## src/rtl/alu_issue_ctrl.sv

```systemverilog
// alu_issue_ctrl: request FIFO plus a three-state issue FSM that drives an
// external combinational ALU one operation at a time and returns each result,
// tagged with its sequence number, over a valid/ready response channel.
// Optional build macro ALU_ISSUE_ZCHECK_EN adds a zero-flag consistency check
// that drives rsp_err; without it rsp_err is tied low.
module alu_issue_ctrl #(
    parameter int WIDTH = 18,
    parameter int DEPTH = 4
) (
    input  logic             clk,
    input  logic             rst_n,
    input  logic             req_valid,
    output logic             req_ready,
    input  logic [WIDTH-1:0] req_a,
    input  logic [WIDTH-1:0] req_b,
    input  logic [1:0]       req_sel,
    output logic [WIDTH-1:0] alu_a,
    output logic [WIDTH-1:0] alu_b,
    output logic [1:0]       alu_sel,
    input  logic [WIDTH-1:0] alu_c,
    input  logic             alu_z,
    output logic             rsp_valid,
    input  logic             rsp_ready,
    output logic [WIDTH-1:0] rsp_c,
    output logic             rsp_z,
    output logic [3:0]       rsp_tag,
    output logic             rsp_err
);

    localparam int AW = $clog2(DEPTH);

    typedef enum logic [1:0] {
        S_IDLE  = 2'd0,
        S_ISSUE = 2'd1,
        S_RESP  = 2'd2
    } state_t;

    state_t state, state_nxt;

    // FIFO storage: data only, never reset; validity comes from the pointers.
    logic [WIDTH-1:0] fifo_a   [DEPTH];
    logic [WIDTH-1:0] fifo_b   [DEPTH];
    logic [1:0]       fifo_sel [DEPTH];
    logic [3:0]       fifo_tag [DEPTH];

    // Pointers carry one extra wrap bit to tell full from empty.
    logic [AW:0] wptr, rptr;
    logic        full, empty;
    logic        push, pop;
    logic [3:0]  tag_cnt;

    // Issue stage (_p0): operands currently presented to the ALU.
    logic [WIDTH-1:0] op_a_p0, op_b_p0;
    logic [1:0]       op_sel_p0;
    logic [3:0]       op_tag_p0;

    // Response stage (_p1): registered ALU result held until accepted.
    logic             vld_p1;
    logic [WIDTH-1:0] rsp_c_p1;
    logic             rsp_z_p1;
    logic [3:0]       rsp_tag_p1;

    // FSM action strobes
    logic capture, rsp_clr;

    assign full      = (wptr[AW] != rptr[AW]) && (wptr[AW-1:0] == rptr[AW-1:0]);
    assign empty     = (wptr == rptr);
    assign req_ready = !full;
    assign push      = req_valid && !full;

    // FIFO write port; storage needs no reset.
    always_ff @(posedge clk) begin
        if (push) begin
            fifo_a[wptr[AW-1:0]]   <= req_a;
            fifo_b[wptr[AW-1:0]]   <= req_b;
            fifo_sel[wptr[AW-1:0]] <= req_sel;
            fifo_tag[wptr[AW-1:0]] <= tag_cnt;
        end
    end

    // FIFO pointers and the sequence tag counter (wraps 15 -> 0 naturally).
    always_ff @(posedge clk or negedge rst_n) begin
        if (!rst_n) begin
            wptr    <= '0;
            rptr    <= '0;
            tag_cnt <= 4'd0;
        end else begin
            if (push) begin
                wptr    <= wptr + 1'b1;
                tag_cnt <= tag_cnt + 4'd1;
            end
            if (pop) begin
                rptr <= rptr + 1'b1;
            end
        end
    end

    // FSM state register.
    always_ff @(posedge clk or negedge rst_n) begin
        if (!rst_n) begin
            state <= S_IDLE;
        end else begin
            state <= state_nxt;
        end
    end

    // FSM next-state and action strobes.
    always_comb begin
        state_nxt = state;
        pop       = 1'b0;
        capture   = 1'b0;
        rsp_clr   = 1'b0;
        case (state)
            S_IDLE: begin
                if (!empty) begin
                    pop       = 1'b1;
                    state_nxt = S_ISSUE;
                end
            end
            S_ISSUE: begin
                capture   = 1'b1;
                state_nxt = S_RESP;
            end
            S_RESP: begin
                if (rsp_ready) begin
                    rsp_clr = 1'b1;
                    if (!empty) begin
                        pop       = 1'b1;
                        state_nxt = S_ISSUE;
                    end else begin
                        state_nxt = S_IDLE;
                    end
                end
            end
            default: begin
                state_nxt = S_IDLE;
            end
        endcase
    end

    // Issue stage: load operands on pop, hold them otherwise so the ALU inputs stay quiet.
    always_ff @(posedge clk or negedge rst_n) begin
        if (!rst_n) begin
            op_a_p0   <= '0;
            op_b_p0   <= '0;
            op_sel_p0 <= 2'd0;
            op_tag_p0 <= 4'd0;
        end else if (pop) begin
            op_a_p0   <= fifo_a[rptr[AW-1:0]];
            op_b_p0   <= fifo_b[rptr[AW-1:0]];
            op_sel_p0 <= fifo_sel[rptr[AW-1:0]];
            op_tag_p0 <= fifo_tag[rptr[AW-1:0]];
        end
    end

    assign alu_a   = op_a_p0;
    assign alu_b   = op_b_p0;
    assign alu_sel = op_sel_p0;

    // Response stage: result fields change only on the edge leaving ISSUE.
    always_ff @(posedge clk or negedge rst_n) begin
        if (!rst_n) begin
            vld_p1     <= 1'b0;
            rsp_c_p1   <= '0;
            rsp_z_p1   <= 1'b0;
            rsp_tag_p1 <= 4'd0;
        end else begin
            if (capture) begin
                vld_p1     <= 1'b1;
                rsp_c_p1   <= alu_c;
                rsp_z_p1   <= alu_z;
                rsp_tag_p1 <= op_tag_p0;
            end else if (rsp_clr) begin
                vld_p1 <= 1'b0;
            end
        end
    end

    assign rsp_valid = vld_p1;
    assign rsp_c     = rsp_c_p1;
    assign rsp_z     = rsp_z_p1;
    assign rsp_tag   = rsp_tag_p1;

`ifdef ALU_ISSUE_ZCHECK_EN
    logic err_p1;

    // True when the ALU's zero flag disagrees with its own result.
    function automatic logic zero_mismatch(input logic [WIDTH-1:0] c, input logic z);
        return (c == '0) != z;
    endfunction

    // Consistency flag captured alongside the result and held with it.
    always_ff @(posedge clk or negedge rst_n) begin
        if (!rst_n) begin
            err_p1 <= 1'b0;
        end else if (capture) begin
            err_p1 <= zero_mismatch(alu_c, alu_z);
        end
    end

    assign rsp_err = err_p1;
`else
    assign rsp_err = 1'b0;
`endif

endmodule

```

## config.mk

```make
export PLATFORM = sky130hd
export DESIGN_NAME = alu_issue_ctrl
export DESIGN_NICKNAME = d
export VERILOG_FILES = /design/src/rtl/alu_issue_ctrl.sv
export SDC_FILE = /design/constraint.sdc
export NUM_CORES = 1
export LEC_CHECK = 0
export BUFFER_PORTS_ARGS = -buffer_cell sky130_fd_sc_hd__buf_2
export CORE_UTILIZATION = 39
export DETAILED_ROUTE_END_ITERATION = 7
export SETUP_SLACK_MARGIN = 0.5
export SLEW_MARGIN = 20
export SYNTH_ARGS = -nofsm -noshare
export SYNTH_HDL_FRONTEND = slang
export SYNTH_SLANG_ARGS = --single-unit
```

## constraint.sdc

```tcl
create_clock -name clk -period 5.6 [get_ports clk]
set_clock_uncertainty 0.2 [all_clocks]
set_input_delay 0.56 -clock clk [delete_from_list [all_inputs] [get_ports clk]]
set_output_delay 0.56 -clock clk [all_outputs]
set_load 0.05 [all_outputs]
```

# After elaboration in Yosys (flattened, before gate mapping)
# Memory sizes are Yosys's and may differ from the RTL's. A register that Yosys moved wholly into a read port is not among the register bits.
# Index checks and enable logic that the tools add are counted.
# Widths: inputs -> output; s select.
[totals]
register_bits = 36
in_bits = 61
n_memories = 4
wordCells = 46
romBits = 0
latch_bits = 0
output_inout_bits = 64
ramBits = 168
[op_classes]
div = 0
eq_ne = 7
add_sub_neg = 3
multipliers = 0
mux = 14
magnitude_cmp = 0
reduce_logical = 10
bitwise = 0
n_shift = 0
[mem_list]
columns = ["memory", "depth", "width", "rd", "rd_clocked_by_memory_dff", "write_ports", "line", "source"]
rows = [
  ["fifo_a", 4, 18, 1, 1, 1, "41", "logic [WIDTH-1:0] fifo_a [DEPTH];"],
  ["fifo_b", 4, 18, 1, 1, 1, "42", "logic [WIDTH-1:0] fifo_b [DEPTH];"],
  ["fifo_tag", 4, 4, 1, 1, 1, "44", "logic [3:0] fifo_tag [DEPTH];"],
  ["fifo_sel", 4, 2, 1, 1, 1, "43", "logic [1:0] fifo_sel [DEPTH];"],
]
[op_table]
columns = ["op", "count"]
rows = [
  ["$mux 1", 10],
  ["$add 3x1->3 const B", 2],
  ["$pmux 2 s3", 1],
  ["$logic_not 1->1", 5],
  ["$add 4x1->4 const B", 1],
  ["$mux 2", 2],
  ["$ne 2x2->1 const B", 2],
  ["$eq 3x3->1", 1],
  ["$eq 2x1->1 const B", 1],
  ["$eq 2x2->1", 1],
  ["$eq 2x2->1 const B", 1],
  ["$logic_and 1x1->1", 2],
  ["$logic_not 2->1", 1],
  ["$pmux 1 s2", 1],
  ["$reduce_and 2->1", 1],
  ["$reduce_bool 2->1", 1],
  ["$ne 1x1->1", 1],
]

# Longest topological paths before layout
# Gate-level depths: netlist of the first run.
[depth]
depth_word = 6
depth_mapped = 6
depth_no_buf = 4

# Worst setup path before layout of the first run
# Ideal clock, no wire load.
[synth_path]
path_kind = "register to register"
startpoint = "reg rptr[0]"
endpoint = "mem fifo_a[2][0], enable pin"
period_less_slack_ns = 2.856
required_time_ns = 4.997
setup_ns = 0.403
path_buffers = 2
stages_incl_launch_ff = 6
slack_ns = 2.744
arrival_time_ns = 2.252
cell_sequence = "dfrtp_1 -> buf_4 -> xnor2_2 -> a31oi_1 -> clkbuf_1 -> and2_1"
[synth_via]
elab_chain_cells = 6
[synth_rtl]
columns = ["element", "line", "source"]
rows = [
  ["start: declaration", "47", "logic [AW:0] wptr, rptr;"],
  ["start signal: assignment", "93", "rptr <= rptr + 1'b1;"],
  ["$eq 2x2->1", "66", "assign full = (wptr[AW] != rptr[AW]) && (wptr[AW-1:0] == rptr[AW-1:0]);"],
  ["$logic_and 1x1->1", "66", ""],
  ["$logic_not 1->1", "69", "assign push = req_valid && !full;"],
  ["$logic_and 1x1->1", "69", ""],
  ["$mux 1", "73", "if (push) begin"],
  ["$mux 1 (implied by the code)", "74", "fifo_a[wptr[AW-1:0]] <= req_a;"],
  ["end: declaration", "41", ""],
]
# Every way passes these cells.

# Final worst setup path of the first run
[layout_path]
startpoint = "reg rptr[0]"
endpoint = "mem fifo_b[1][10], enable pin"
[layout_via]
elab_chain_cells = 6
[layout_rtl]
columns = ["element", "line", "source"]
rows = [
  ["$eq 2x2->1", "66", ""],
  ["$logic_and 1x1->1", "66", ""],
  ["$logic_not 1->1", "69", ""],
  ["$logic_and 1x1->1", "69", ""],
  ["$mux 1", "73", ""],
  ["$mux 1 (implied by the code)", "75", "fifo_b[wptr[AW-1:0]] <= req_b;"],
  ["end: declaration", "42", ""],
]
# Every way passes these cells.

==> impl_metrics.prom, run 1 <==
# TYPE chip_impl_metric gauge
chip_impl_metric{name="vias",unit=""} 4267
chip_impl_metric{name="floorplan.rows",unit=""} 55
chip_impl_metric{name="core_area",unit="mm^2"} 0.0228
chip_impl_metric{name="slew_violations",unit=""} 0
chip_impl_metric{name="gate_count_post_synth",unit=""} 414
chip_impl_info{name="clock-root-buffer",value="clkbuf_16"} 1
chip_impl_metric{name="power.share.combinational",unit="%"} 37.4
chip_impl_metric{name="clock_sink_count",unit=""} 246
chip_impl_metric{name="post_drt_wl_per_cell",unit="um"} 18.3
chip_impl_metric{name="total_routed_length",unit="um"} 16200
chip_impl_metric{name="r2r_cells",unit=""} 3
chip_impl_info{name="yosysMostFrequentCell",value="edfxtp_1"} 1
chip_impl_metric{name="yosysWarnings",unit=""} 0
chip_impl_metric{name="postSynthRegisterBits",unit=""} 246
chip_impl_metric{name="floorplan.die_area",unit="mm^2"} 0.0241
chip_impl_metric{name="seqCellArea",unit="mm^2"} 0.00700
chip_impl_metric{name="finalHoldViolations",unit=""} 0
chip_impl_metric{name="grt_remaining_overflow",unit=""} 0
chip_impl_metric{name="synth_async_sr_flop_share",unit="%"} 31.7
chip_impl_metric{name="grt.total_usage",unit="%"} 13.7
chip_impl_metric{name="arrival",unit="ps"} 3400
chip_impl_metric{name="synth-edff-count",unit=""} 168
chip_impl_metric{name="chipWidth",unit="um"} 155
chip_impl_metric{name="power.internal",unit="uW"} 4650
chip_impl_info{name="synthTopCellsByArea",value="edfxtp_1 55%, dfrtp_1 21%, mux4_2 10%"} 1
chip_impl_metric{name="worstSkewPairLatency",unit="ps"} 530
chip_impl_metric{name="max_cap_viol_count",unit=""} 0
chip_impl_metric{name="initial_core_util",unit="%"} 40.2
chip_impl_metric{name="nFillCells",unit=""} 1932
chip_impl_metric{name="dp_worst_setup_slack",unit="ps"} 1990
chip_impl_metric{name="share_of_power_burned_in_registers",unit="%"} 39.9
chip_impl_metric{name="gp_routability_congestion",unit=""} 0.726
chip_impl_metric{name="finish.instance_area",unit="mm^2"} 0.0110
chip_impl_metric{name="slew_headroom",unit="%"} 33.3
chip_impl_info{name="run_status",value="finished clean"} 1
chip_impl_metric{name="worst_hold_path.num_cells",unit=""} 1
chip_impl_metric{name="ff2ff_setup_slack",unit="ps"} 2150
chip_impl_metric{name="first_iter_violations",unit=""} 310
chip_impl_metric{name="fmaxAchievable",unit="GHz"} 0.290
chip_impl_metric{name="dp.final_hpwl",unit="um"} 9680
chip_impl_metric{name="antenna_violating_nets_left",unit=""} 0
chip_impl_info{name="tritoncts_clock_tree",value="done"} 1
chip_impl_metric{name="number_of_global_route_vias_before_repair",unit=""} 4547
chip_impl_metric{name="ports_placed_on_the_boundary",unit=""} 125
chip_impl_metric{name="port_buffers",unit=""} 123
chip_impl_metric{name="synth_largest_type_area_fraction",unit="%"} 55.0
chip_impl_metric{name="post_synth.cell_area_avg",unit="um^2"} 22.2
chip_impl_metric{name="power_per_cell_area",unit="mW/mm^2"} 666
chip_impl_metric{name="power.clock.fraction",unit="%"} 22.7
chip_impl_metric{name="leakage",unit="uW"} 0.00410
chip_impl_info{name="worstSetupEndpointType",value="flip-flop"} 1
chip_impl_metric{name="maximum_number_of_pins_on_one_net_before_global_route_repair",unit=""} 51
chip_impl_metric{name="multiInputGateArea",unit="mm^2"} 0.00206
chip_impl_metric{name="ctsLongestPathBuffers",unit=""} 3
chip_impl_metric{name="p_sw_share",unit="%"} 36.4
chip_impl_metric{name="fin_setup_tns",unit="ps"} 0
chip_impl_metric{name="clk_pin_slew",unit="ps"} 60
chip_impl_metric{name="area_overhead_vs_synth",unit="%"} 19.6
chip_impl_metric{name="drtPass1Iterations",unit=""} 4
chip_impl_metric{name="cp_max_fo",unit=""} 45
chip_impl_metric{name="vdd.ir_drop.worst",unit="V"} 0.000338
chip_impl_metric{name="drive_gt1_share",unit="%"} 48.9
chip_impl_metric{name="chipHeight",unit="um"} 155
chip_impl_info{name="ys_top_cells_by_count",value="168 x edfxtp_1, 78 x dfrtp_1, 51 x mux2_2"} 1
chip_impl_metric{name="numCtsBuffers",unit=""} 26
chip_impl_metric{name="min_period",unit="ps"} 3450
chip_impl_metric{name="detailed_place.area",unit="mm^2"} 0.0101
chip_impl_metric{name="finish.utilization",unit="%"} 48.0
chip_impl_metric{name="synthesized_cell_area",unit="mm^2"} 0.00918
chip_impl_metric{name="cts-htree-levels",unit=""} 1
chip_impl_metric{name="required",unit="ps"} 5540
chip_impl_metric{name="worst_pin_slew",unit="ps"} 995
chip_impl_metric{name="global_route_wire_length_before_repair",unit="um"} 25400
chip_impl_metric{name="synth_seq_area_share",unit="%"} 76.2
chip_impl_metric{name="drt_drc_violations_left",unit=""} 0
chip_impl_info{name="grt_setup_unrepaired",value="no"} 1
chip_impl_metric{name="design.final.nets",unit=""} 619
chip_impl_metric{name="post-route-period-util",unit="%"} 61.6
chip_impl_metric{name="timing.final.setup_violations",unit=""} 0
chip_impl_info{name="criticalPathCategory",value="flip-flop to flip-flop"} 1
chip_impl_metric{name="initial_antenna_violation_count",unit=""} 1
chip_impl_metric{name="net-switching-power",unit="uW"} 2660
chip_impl_metric{name="via_per_inst",unit=""} 4.82
chip_impl_metric{name="timing.final.ws_setup",unit="ps"} 2150
chip_impl_info{name="synth.largest_area_cell",value="edfxtp_1"} 1
chip_impl_info{name="timing.critical_path.from_type",value="flip-flop"} 1
chip_impl_metric{name="synthesis.nets",unit=""} 481
chip_impl_metric{name="synth_cell_type_count",unit=""} 27
chip_impl_info{name="postSynth.topFlopCell",value="edfxtp_1"} 1
chip_impl_info{name="timing.hold.worst.class",value="input port to flip-flop"} 1
area by class of cell:
type,count,share of cell area [%]
Inverter,5,0.171
Timing Repair Buffer,128,6.03
Sequential cell,246,63.8
Clock buffer,29,6.03
Tap cell,313,3.57
Antenna cell,1,0.0228
Multi-Input combinational cell,145,18.8
Clock inverter,18,1.60
worst max-delay path, stage by stage, from the launching register on:
cell	delay, ps
dfrtp_4	1050
xnor2_2	210
a31oi_1	850
and2_4	740
routing by layer:
metal	vias to the layer above	share of wire, %	track usage, %
li1	1919	-	-
met1	2192	45	19.0
met2	128	47	22.1
met3	28	5.5	3.15
met4	0	2.0	3.45
met5	-	0	0
registers in the layout, summed over array words and instances, names as in the netlist, 2 cells and up:
name and cells:
rsp_tag 4, wptr 3, fifo_sel 8, rsp_c 18, alu_a 18, alu_b 18, state 2, rptr 3
alu_sel 2, fifo_b 72, fifo_tag 16, fifo_a 72, tag_cnt 4, op_tag_p0 4
through the flow:
stage               hold slack (ps)  cells  power, uW
global placement                276    835       5640
floorplan                      64.4    414       5090
CTS                            26.9    883       7410
global route                   30.2    884       7690
detailed placement              279    835       5730
finish                         44.1    885       7310
power groups by stage:
stage | clock network (uW) | registers [uW] | logic (uW)
2_1_floorplan | 0 | 3640 | 1460
3_3_place_gp | 0 | 2940 | 2700
3_5_place_dp | 0 | 2970 | 2770
4_1_cts | 1700 | 2940 | 2770
5_1_grt | 1780 | 3000 | 2910
6_report | 1660 | 2920 | 2730
what timing repair did:
item,in CTS,in global routing
setup endpoints to repair,0,0
gates resized for setup,0,0
endpoints found under the hold margin,28,0
buffers inserted,0,0
hold buffers,1,0
cell usage in the layout, fill, tap and decap left out, types with 2 or more instances in the layout:
cell type / netlist / routed
clkinv_2: 0 / 7
buf_4: 3 / 4
clkinvlp_4: 0 / 2
mux4_2: 42 / 42
mux2_4: 10 / 10
xor2_1: 4 / 4
clkinv_1: 0 / 5
buf_2: 6 / 122
and2_4: 0 / 4
mux2_2: 51 / 51
inv_1: 5 / 5
mux2_1: 6 / 6
nand2_1: 4 / 4
xnor2_2: 2 / 2
bufinv_16: 0 / 3
dfrtp_1: 78 / 76
xnor2_1: 5 / 5
ha_1: 6 / 6
clkbuf_16: 0 / 26
clkbuf_1: 5 / 3
edfxtp_1: 168 / 168
a21oi_1: 2 / 2
worst paths after layout:
check	startpoint	to
max	rptr[0]$_DFFE_PN0P_	fifo_b[1][10]$_DFFE_PP_
min	req_b[3]	fifo_b[0][3]$_DFFE_PP_
max reg2reg	rptr[0]$_DFFE_PN0P_	fifo_b[1][10]$_DFFE_PP_
min reg2reg	alu_b[7]$_DFFE_PN0P_	alu_b[7]$_DFFE_PN0P_
max in group asynchronous	rst_n	rptr[0]$_DFFE_PN0P_
min in group asynchronous	rst_n	alu_sel[0]$_DFFE_PN0P_
cell families after synthesis:
family                     share of synthesized area [%]
buffers and inverters                               1.47
adders and majority gates                          0.818
xor gates and xnor gates                            1.21
other                                             0.0409
and+or+nand+nor                                    0.668
DFF                                                 76.2
AOI/OAI and AO/OA                                  0.600
muxes                                               18.9
Power figures use the tool's default switching activity.
==> run 2, diff against run 1 <==
--- a/config.mk
+++ b/config.mk
@@ -5,6 +5,7 @@
 export SDC_FILE = /design/constraint.sdc
 export NUM_CORES = 1
 export LEC_CHECK = 0
+export ABC_AREA = 1
 export BUFFER_PORTS_ARGS = -buffer_cell sky130_fd_sc_hd__buf_2
 export CORE_UTILIZATION = 39
 export DETAILED_ROUTE_END_ITERATION = 7
==> constraint.sdc (replaced) <==
create_clock -name clk -period 3.48 [get_ports clk]
set_clock_uncertainty 0.2 [all_clocks]
set_input_delay 0.348 -clock clk [delete_from_list [all_inputs] [get_ports clk]]
set_output_delay 0.348 -clock clk [all_outputs]
set_load 0.05 [all_outputs]
==> run 2 against run 1 <==
  * Synthesized cell count rose to 2.5 times the previous value
  * Global-route usage rose by 2.2 points
  * Core utilization up 1.1 points
  * Sequential share of layout area down 9.1 points
  * Critical endpoint is now fifo_a[3][5]$_DFFE_PP_
  * Total power up 67%
  * Via count rose by 64%
  * Die area rose by 13%
  * First-iteration DRC count grew 41%
  * Sequential power grew 53%
  * Critical path type unchanged
  * Count of clock-buffer cells in the layout is 8 higher
  * Hold slack improved by 180 ps
  * Register-to-register slack got worse by 1400 ps
==> impl_metrics.prom, run 2 <==
# TYPE chip_impl_metric gauge
chip_impl_info{name="run_status",value="finished clean"} 1
chip_impl_info{name="worstSetupEndpointType",value="flip-flop"} 1
chip_impl_metric{name="holdBufCountCts",unit=""} 60
chip_impl_info{name="clock-root-buffer",value="clkbuf_16"} 1
chip_impl_info{name="yosysMostFrequentCell",value="nand2_1"} 1
chip_impl_metric{name="dp.final_hpwl",unit="um"} 12600
chip_impl_metric{name="cp_max_fo",unit=""} 24
chip_impl_info{name="postSynth.topFlopCell",value="edfxtp_1"} 1
chip_impl_info{name="critPathSlowestCell",value="nor2_4"} 1
chip_impl_metric{name="cp_num_buf_inv",unit=""} 2
chip_impl_metric{name="area_overhead_vs_synth",unit="%"} 23.6
chip_impl_metric{name="grt.total_usage",unit="%"} 16.0
chip_impl_metric{name="vdd.ir_drop.worst",unit="V"} 0.000590
chip_impl_metric{name="layout.cells.non_filler",unit=""} 1571
chip_impl_metric{name="antenna_violating_nets_left",unit=""} 0
chip_impl_metric{name="clk_pin_slew",unit="ps"} 60
chip_impl_info{name="grt_setup_unrepaired",value="no"} 1
chip_impl_metric{name="cts_setup_buffers",unit=""} 0
chip_impl_metric{name="chipHeight",unit="um"} 165
chip_impl_metric{name="design.final.nets",unit=""} 1282
chip_impl_info{name="cpLargestDelayFamily",value="simple AND/OR/NAND/NOR gates"} 1
chip_impl_metric{name="ports_placed_on_the_boundary",unit=""} 125
chip_impl_metric{name="synth_async_sr_flop_share",unit="%"} 31.7
chip_impl_metric{name="leakage",unit="uW"} 0.00623
chip_impl_metric{name="post_synth.cell_area_avg",unit="um^2"} 10.0
chip_impl_metric{name="floorplan.rows",unit=""} 59
chip_impl_metric{name="global_route_wire_length_before_repair",unit="um"} 34100
chip_impl_metric{name="dp_cell_count",unit=""} 1461
chip_impl_info{name="tritoncts_clock_tree",value="done"} 1
chip_impl_metric{name="drtPass1Iterations",unit=""} 4
chip_impl_metric{name="floorplan.die_area",unit="mm^2"} 0.0272
chip_impl_metric{name="synthesized_cell_area",unit="mm^2"} 0.0104
chip_impl_metric{name="yosysWarnings",unit=""} 0
chip_impl_metric{name="slew_violations",unit=""} 0
chip_impl_metric{name="fmaxAchievable",unit="GHz"} 0.369
chip_impl_metric{name="synth_seq_area_share",unit="%"} 67.6
chip_impl_info{name="mostFrequentLayoutCell",value="nand2_1"} 1
chip_impl_metric{name="total_routed_length",unit="um"} 21100
chip_impl_metric{name="max_stage_delay",unit="ps"} 620
chip_impl_info{name="path_common_cell",value="nand2_1"} 1
chip_impl_metric{name="synthesis.nets",unit=""} 1103
chip_impl_info{name="ys_top_cells_by_count",value="397 x nand2_1, 183 x inv_1, 168 x edfxtp_1"} 1
chip_impl_metric{name="maximum_number_of_pins_on_one_net_before_global_route_repair",unit=""} 87
chip_impl_metric{name="min_period",unit="ps"} 2710
chip_impl_metric{name="power",unit="uW"} 12200
chip_impl_info{name="timing.critical_path.from_type",value="flip-flop"} 1
chip_impl_metric{name="post_drt_wl_per_cell",unit="um"} 13.5
chip_impl_metric{name="post-route-period-util",unit="%"} 77.9
chip_impl_metric{name="synth-edff-count",unit=""} 168
chip_impl_info{name="timing.hold.worst.class",value="input port to asynchronous set/reset pin"} 1
chip_impl_metric{name="gp_routability_congestion",unit=""} 0.740
chip_impl_metric{name="initial_core_util",unit="%"} 39.7
chip_impl_metric{name="chipWidth",unit="um"} 165
chip_impl_info{name="crit_path_cell_trace",value="inv_4, nand2_1, nand2_2, nand3_4, nand2_1, nor2_4, buf_12"} 1
chip_impl_metric{name="synth_cell_type_count",unit=""} 23
chip_impl_metric{name="via_per_inst",unit=""} 4.45
chip_impl_metric{name="drive_gt1_share",unit="%"} 15.7
chip_impl_metric{name="worstSkewPairLatency",unit="ps"} 530
chip_impl_metric{name="slew_headroom",unit="%"} 37.3
chip_impl_metric{name="multiInputGateArea",unit="mm^2"} 0.00243
chip_impl_metric{name="numCtsBuffers",unit=""} 27
chip_impl_metric{name="postSynthRegisterBits",unit=""} 246
chip_impl_metric{name="power_per_cell_area",unit="mW/mm^2"} 954
chip_impl_metric{name="core_area",unit="mm^2"} 0.0261
chip_impl_metric{name="worst_pin_slew",unit="ps"} 941
chip_impl_metric{name="arrival",unit="ps"} 2730
chip_impl_metric{name="gate_count_post_synth",unit=""} 1036
chip_impl_metric{name="nFillCells",unit=""} 2388
chip_impl_metric{name="vias",unit=""} 6987
chip_impl_info{name="synth.largest_area_cell",value="edfxtp_1"} 1
chip_impl_info{name="mostFrequentLayoutCells",value="397 x nand2_1, 183 x inv_1, 168 x edfxtp_1"} 1
chip_impl_metric{name="max_cap_viol_count",unit=""} 0
chip_impl_metric{name="number_of_global_route_vias_before_repair",unit=""} 6754
chip_impl_metric{name="ctsLongestPathBuffers",unit=""} 3
chip_impl_metric{name="initial_antenna_violation_count",unit=""} 0
chip_impl_metric{name="cts-htree-levels",unit=""} 1
chip_impl_info{name="synthTopCellsByArea",value="edfxtp_1 49%, dfrtp_1 19%, nand2_1 14%"} 1
chip_impl_metric{name="clock_sink_count",unit=""} 246
chip_impl_metric{name="drt_drc_violations_left",unit=""} 0
chip_impl_metric{name="final.hold.worst_slack",unit="ps"} 223
chip_impl_metric{name="post_cts_resize_count",unit=""} 0
chip_impl_metric{name="finalHoldViolations",unit=""} 0
chip_impl_metric{name="required",unit="ps"} 3500
chip_impl_metric{name="n_antenna_cell",unit=""} 0
chip_impl_metric{name="port_buffers",unit=""} 123
chip_impl_metric{name="seqCellArea",unit="mm^2"} 0.00700
chip_impl_metric{name="grt_remaining_overflow",unit=""} 0
chip_impl_info{name="criticalPathCategory",value="flip-flop to flip-flop"} 1
chip_impl_metric{name="timing.final.setup_violations",unit=""} 0
chip_impl_metric{name="first_iter_violations",unit=""} 437
chip_impl_metric{name="synth_largest_type_area_fraction",unit="%"} 48.7
-- run 2: metal layers --
| metal | global-route usage (%) | wire [um] | vias up |
|---|---|---|---|
| met5 | 0 | 0 | - |
| met4 | 4.00 | 432 | 0 |
| met3 | 2.44 | 879 | 37 |
| met2 | 28.3 | 10100 | 151 |
| met1 | 20.4 | 9700 | 3212 |
| li1 | - | - | 3587 |
-- run 2: through the flow --
stage	TNS, ps	cell area, um^2	utilization [%]	setup WS (ps)
6_report	0	12800	49.1	769
5_1_grt	0	12800	49.1	575
4_1_cts	0	12800	49.1	716
3_5_place_dp	0	11300	43.4	739
3_3_place_gp	0	11300	43.4	755
2_1_floorplan	-14290	10400	-	-85.0
-- run 2: area by class of cell --
type                            count  area share (%)
Timing Repair Buffer              197            10.5
Sequential cell                   246            54.7
Clock buffer                       37            6.05
Inverter                          185            5.46
Clock inverter                     13           0.939
Tap cell                          335            3.28
Multi-Input combinational cell    558            19.0
-- run 2: power by group --
group / total (uW) / internal [uW] / switching, uW
Clock: 2810 / 1700 / 1110
Sequential: 4460 / 4090 / 377
Combinational: 4940 / 1290 / 3650
-- run 2: worst paths after layout --
| path | slack, ps | start | end | cells past startpoint |
|---|---|---|---|---|
| setup / recovery | 770 | rptr[1]$_DFFE_PN0P_ | fifo_a[3][5]$_DFFE_PP_ | 7 |
| hold / removal | 220 | rst_n | rsp_c[2]$_DFFE_PN0P_ | 2 |
| setup reg to reg | 770 | rptr[1]$_DFFE_PN0P_ | fifo_a[3][5]$_DFFE_PP_ | 7 |
| hold reg to reg | 260 | alu_b[14]$_DFFE_PN0P_ | alu_b[14]$_DFFE_PN0P_ | 2 |
| max in group asynchronous | 2010 | rst_n | alu_a[12]$_DFFE_PN0P_ | 3 |
| min in group clk | 260 | alu_b[14]$_DFFE_PN0P_ | alu_b[14]$_DFFE_PN0P_ | 2 |
-- run 2: worst reg2reg max path, delay by kind of cell, from the launching register on --
kind | cells | cell delay [ps]
buffers and inverters | 2 | 330
and+or+nand+nor | 5 | 1270
DFF | 1 | 590
-- run 2: cells by family after synthesis --
kind of cell               count (synthesis)  synth area share [%]
and+or+nand+nor                          545                  21.9
DFF                                      246                  67.6
buffers and inverters                    232                  9.23
adders and majority gates                  6                 0.725
AOI/OAI and AO/OA                          3                 0.266
xor gates and xnor gates                   3                 0.254
other                                      1                0.0362
